**src/rtl/tone_decoder_pkg.sv**
```systemverilog
// tone_pkg: keypad note table shared by the tone generator and tone_decoder.
package tone_pkg;
    localparam int NUM_NOTES = 13;
    localparam int HP_W = 11;
    // Half-period in ticks for each note and the keypad bit it represents.
    localparam logic [HP_W-1:0] NOTE_N [NUM_NOTES] = '{
        11'd498, 11'd1185, 11'd1119, 11'd996, 11'd444, 11'd395, 11'd373,
        11'd889, 11'd791, 11'd747, 11'd665, 11'd593, 11'd559
    };
    localparam logic [3:0] NOTE_BIT [NUM_NOTES] = '{
        4'd0, 4'd1, 4'd2, 4'd3, 4'd7, 4'd8, 4'd9,
        4'd10, 4'd11, 4'd12, 4'd13, 4'd14, 4'd15
    };
endpackage

```
**src/rtl/tone_decoder_match.sv**
```systemverilog
// tone_match: combinational lookup of a half-period against the note table within +/-TOL ticks.
module tone_match
    import tone_pkg::*;
#(
    parameter int TOL = 8
) (
    input  logic [HP_W-1:0] half_period,
    output logic            hit,
    output logic [3:0]      idx,
    output logic [15:0]     onehot
);
    int d;
    always_comb begin
        hit = 1'b0;
        idx = '0;
        onehot = '0;
        d = 0;
        for (int i = 0; i < NUM_NOTES; i++) begin
            d = int'(half_period) - int'(NOTE_N[i]);
            if (d >= -TOL && d <= TOL) begin
                hit = 1'b1;
                idx = 4'(i);
                onehot = 16'd1 << NOTE_BIT[i];
            end
        end
    end
endmodule

```
**src/rtl/tone_decoder.sv**
```systemverilog
// tone_decoder: measures square-wave half-periods in ticks and decodes them to a one-hot key.
// TONE_DECODER_HOLD_EN: when defined, timeout keeps the last valid key and only raises silent.
module tone_decoder
    import tone_pkg::*;
#(
    parameter int TICK_DIV = 100,
    parameter int TOL = 8,
    parameter int MATCH_CNT = 3,
    parameter int TIMEOUT = 1280
) (
    input  logic            clk,
    input  logic            rst,
    input  logic            sin,
    output logic [15:0]     keys,
    output logic            key_valid,
    output logic [HP_W-1:0] half_period,
    output logic            silent
);
`ifdef TONE_DECODER_HOLD_EN
    localparam bit HOLD = 1'b1;
`else
    localparam bit HOLD = 1'b0;
`endif
    localparam int PW = $clog2(TICK_DIV);
    logic s1, s2, s3, tone_edge, tick, to_evt, armed, smp, hit, same;
    logic [PW-1:0] presc;
    logic [HP_W-1:0] cnt;
    logic [2:0] run, run_n;
    logic [3:0] idx, last_idx;
    logic [15:0] onehot, key_oh;
    tone_match #(.TOL(TOL)) u_match (
        .half_period(half_period),
        .hit(hit),
        .idx(idx),
        .onehot(onehot)
    );
    assign tone_edge = s2 ^ s3;
    assign tick = presc == PW'(TICK_DIV - 1);
    assign to_evt = tick && !tone_edge && cnt == HP_W'(TIMEOUT - 1);
    assign key_valid = run == 3'(MATCH_CNT);
    assign keys = key_valid ? key_oh : '0;
    always_comb begin
        same = run != 3'd0 && idx == last_idx;
        run_n = !hit ? 3'd0 : !same ? 3'd1 : key_valid ? run : run + 3'd1;
    end
    always_ff @(posedge clk) begin
        if (rst) begin
            {s1, s2, s3, armed, smp} <= '0;
            presc <= '0;
            cnt <= '0;
            run <= '0;
            last_idx <= '0;
            key_oh <= '0;
            half_period <= '0;
            silent <= 1'b1;
        end else begin
            s1 <= sin;
            s2 <= s1;
            s3 <= s2;
            presc <= (tone_edge || tick) ? '0 : presc + 1'b1;
            // An edge coinciding with a tick captures the pre-increment count.
            cnt <= tone_edge ? '0 : (tick && cnt != HP_W'(TIMEOUT)) ? cnt + 1'b1 : cnt;
            smp <= tone_edge && armed;
            if (tone_edge) begin
                armed <= 1'b1;
                silent <= 1'b0;
                if (armed) half_period <= cnt;
            end else if (to_evt) begin
                armed <= 1'b0;
                silent <= 1'b1;
                if (!HOLD) run <= '0;
            end
            if (smp) begin
                run <= run_n;
                last_idx <= idx;
                key_oh <= onehot;
            end
        end
    end
endmodule

```
**config.mk**
```make
export PLATFORM = sky130hd
export DESIGN_NAME = tone_decoder
export DESIGN_NICKNAME = d
export VERILOG_FILES = /design/src/rtl/tone_decoder_pkg.sv /design/src/rtl/tone_decoder_match.sv /design/src/rtl/tone_decoder.sv
export SDC_FILE = /design/constraint.sdc
export NUM_CORES = 1
export LEC_CHECK = 0
export CAP_MARGIN = 20
export CORE_ASPECT_RATIO = 1.5
export CORE_MARGIN = 2
export CORE_UTILIZATION = 55
export CTS_BUF_LIST = sky130_fd_sc_hd__clkbuf_16
export DETAILED_ROUTE_END_ITERATION = 10
export PLACE_DENSITY = 0.85
export SLEW_MARGIN = 10
export SYNTH_ARGS = -nofsm -noshare
export SYNTH_HDL_FRONTEND = slang
export SYNTH_HIERARCHICAL = 1
export SYNTH_SLANG_ARGS = --single-unit
```
**constraint.sdc**
```tcl
create_clock -name clk -period 4.4 [get_ports clk]
set_input_delay 0.88 -clock clk [delete_from_list [all_inputs] [get_ports clk]]
set_output_delay 0.88 -clock clk [all_outputs]
set_load 0.02 [all_outputs]
```
==> summary.txt <==
Status
  • Status: finished, final reports clean

Logic synthesis
  • Ys flop type: dfxtp_1
  • Synthesized area: 0.005713 mm²
  • Synthesized flop and latch total: 58
  • Synth Area per Inst: 7.468 µm²
  • Synthesized instance count: 765
  • Register area share after synthesis: 0.2032
  • Synth top area share: 0.2032
  • Ys async rst share: 0
  • Synth warnings: 6
  • Dominant cell type by area after synthesis: dfxtp_1
  • Cell variety after synth: 87
  • Top cells by area, synth: dfxtp_1 20%, mux2i_1 5.1%, a21oi_1 4.5%
  • Post-synth EDFFs: 0

Timing
  • F_max: 249.8 MHz
  • Worst Tran Pin Value: 0.9086 ns
  • Max Clock Skew: 0.006733 ns
  • Fin. max-slew vios: 0
  • Tcrit/Tclk final: 0.9096
  • Max_slew headroom: 0.3930
  • Min cycle time layout: approximately 4 ns
  • RSZ-0062 raised after global routing: false
  • Final Hold Viols: 0
  • Setup tns final: 0 ns
  • Final setup violation count: 0

Global routing
  • GR Util met2: 0.5846
  • Pin count of the biggest net entering global routing: 43
  • Gr usage total: 0.3418
  • Met1 Use GR: 0.3689
  • GRT met3 Usage: 0.05003
  • GR Overflow Total: 0
  • GRT Max-Usage Layer: met2
  • Antenna violations before repair: 0
  • First-pass GRT wire length: 30060 µm
  • Vias in the first global route: 5992

Place
  • Gpl congestion: 1.042
  • # port buffers: 31
  • DP HPWL: 13670 µm
  • Post-Place Cells: 870

Route
  • Post-Route WL: roughly 19000 µm
  • Routed WL per cell: between 20 and 25 µm
  • # DRC: 0
  • DR pass1 iterations: 6
  • Routed via count: 6107
  • Via/cell ratio: 6.893
  • DR iter-0 viols: between 700 and 800
  • DRT antenna net count: 0

Floorplanning
  • Die area: 0.01124 mm²
  • Initial Util: 0.5637
  • Die width: 87.22 µm
  • Core ar.: around 0.01 mm²
  • Site Rows: 45
  • Die height: 128.8 µm
  • Boundary Pins: 32

Final layout
  • Share of layout cells above drive strength 1: 0.08583
  • Area growth, synth to finish: 10.42%
  • Commonest non-fill, non-tap cell in the layout: nor2_1
  • Most frequent cells in the layout: 68 x nor2_1, 57 x dfxtp_1, 53 x nand2_1
  • # diodes: 0
  • FILL cells: 889
  • Final std cells w/o fill: 886
  • Final Net Count: 785

Flow run
  • Max Cap Viol: 0

Clock network
  • CTS tree: done
  • Skew-Pair Late Insertion Delay: 0.33 ns
  • Root buffer cell: clkbuf_16
  • Htree depth: 3
  • Clock-pin slew on the worst setup and hold paths: roughly 0.050 ns
  • Cts bufs inserted: 9
  • Max Buffers Root-to-Sink: 2
  • # hold bufs at CTS: 0
  • TritonCTS Sinks: 58
  • PostCTS Resize Cnt: 0
  • Post-CTS setup buffer count: 0

Pwr
  • Lkg Pwr: 2.265 nW
  • Power Density: about 190 mW/mm²
  • Worst IR drop on VDD: about 0.00034 V

Setup path
  • Worst path required time: 4.64 ns
  • CP Capture Type: flip-flop
  • Critical R2R Launch: half_period[3]
  • CP Max Fanout: between 40 and 50
  • Crit Path Category: reg2reg
  • Data arrival time of the worst path: 4.25 ns
  • Crit start category: flip-flop
  • Setup crit start: half_period[3]

Min path
  • Hold_sp: s1
  • HP Class: reg2reg
==> registers in the layout, summed over array words and instances (netlist names) <==
| register | count |
|---|---|
| last_idx | 4 |
| run | 3 |
| s3 | 1 |
| smp | 1 |
| s2 | 1 |
| silent | 1 |
| cnt | 11 |
| half_period | 11 |
| armed | 1 |
| presc | 7 |
| key_oh | 16 |
| s1 | 1 |
==> stage by stage <==
stage	utilization	hold WS, ns	area [µm²]	total power, W	worst slack, ns
detailed placement	0.5937	0.4387	6017	0.0005787	0.5023
floorplan	-	0.4138	5720	0.0005698	0.6434
global route	0.6225	0.4605	6309	0.001251	0.1647
finish	0.6225	0.4545	6309	0.001223	0.3976
global placement	0.5937	0.4292	6017	0.0005767	0.6332
CTS	0.6210	0.4548	6294	0.001229	0.4673
==> power by group <==
| part | internal (W) | switching, W | leakage (nW) | total, W |
|---|---|---|---|---|
| registers | 0.000532 | 0.00000585 | 0.469 | 0.000537 |
| clock network | 0.000425 | 0.000228 | 0.145 | 0.000654 |
| logic | 0.0000112 | 0.0000206 | 1.65 | 0.0000317 |
==> final cells by class <==
cell class | instances | area, µm² | area share
Multi-Input combinational cell | 619 | 4139 | 0.6561
Sequential cell | 58 | 1162 | 0.1843
Timing Repair Buffer | 56 | 505.5 | 0.08013
Clock buffer | 9 | 225.2 | 0.03570
Tap cell | 117 | 146.4 | 0.02321
Inverter | 21 | 78.83 | 0.01250
Clock inverter | 6 | 51.30 | 0.008132
==> routing by layer <==
layer | routed length [µm] | share of wire
met3 | 1299 | 0.068
met4 | 1659 | 0.087
met2 | 9378 | 0.49
met5 | 0 | 0
met1 | 6786 | 0.35
==> worst max-delay path, cell delays in order, from the launching register on <==
cell and delay, ns:
dfxtp_1 0.33, buf_4 0.40, ha_1 0.61, a21oi_1 0.18, xor2_1 0.23, or2_1 0.31
o41ai_2 0.64, nor3_1 0.13, o22ai_2 0.19, xor2_1 0.10, nor3_1 0.24, buf_4 0.18
nand4b_1 0.15, o221ai_1 0.20
==> cells in the mapped netlist (9+ instances only) <==
cell	count
buf_2	33
or4_1	9
xnor2_1	27
mux2i_1	29
a31oi_1	12
ha_1	17
nand2_1	53
a21oi_1	51
and2_1	22
nor3_1	24
inv_1	18
nor2_1	68
clkbuf_1	22
o31ai_1	10
o21ai_0	27
and3_1	10
dfxtp_1	58
nor2b_1	28
nand3_1	38
nand4_1	12
xor2_1	17
==> cells by family after synthesis <==
logic type / share of synthesized area
AO/OA/AOI/OAI: 0.2431
flip-flops: 0.2032
XOR/XNOR: 0.06746
AND/OR/NAND/NOR: 0.3200
multiplexers: 0.05475
adder cells (fa/ha/maj): 0.03723
other: 0.0006564
buffers and inverters: 0.07359
==> path summary, 6_finish.rpt <==
path	to	slack (ns)	depth (start not counted)
worst max-delay path	run[1]	0.40	13
worst min-delay path	s2	0.45	1
worst max register to register	run[1]	0.40	13
worst min register to register	s2	0.45	1
(Power assumes the default switching activity.)
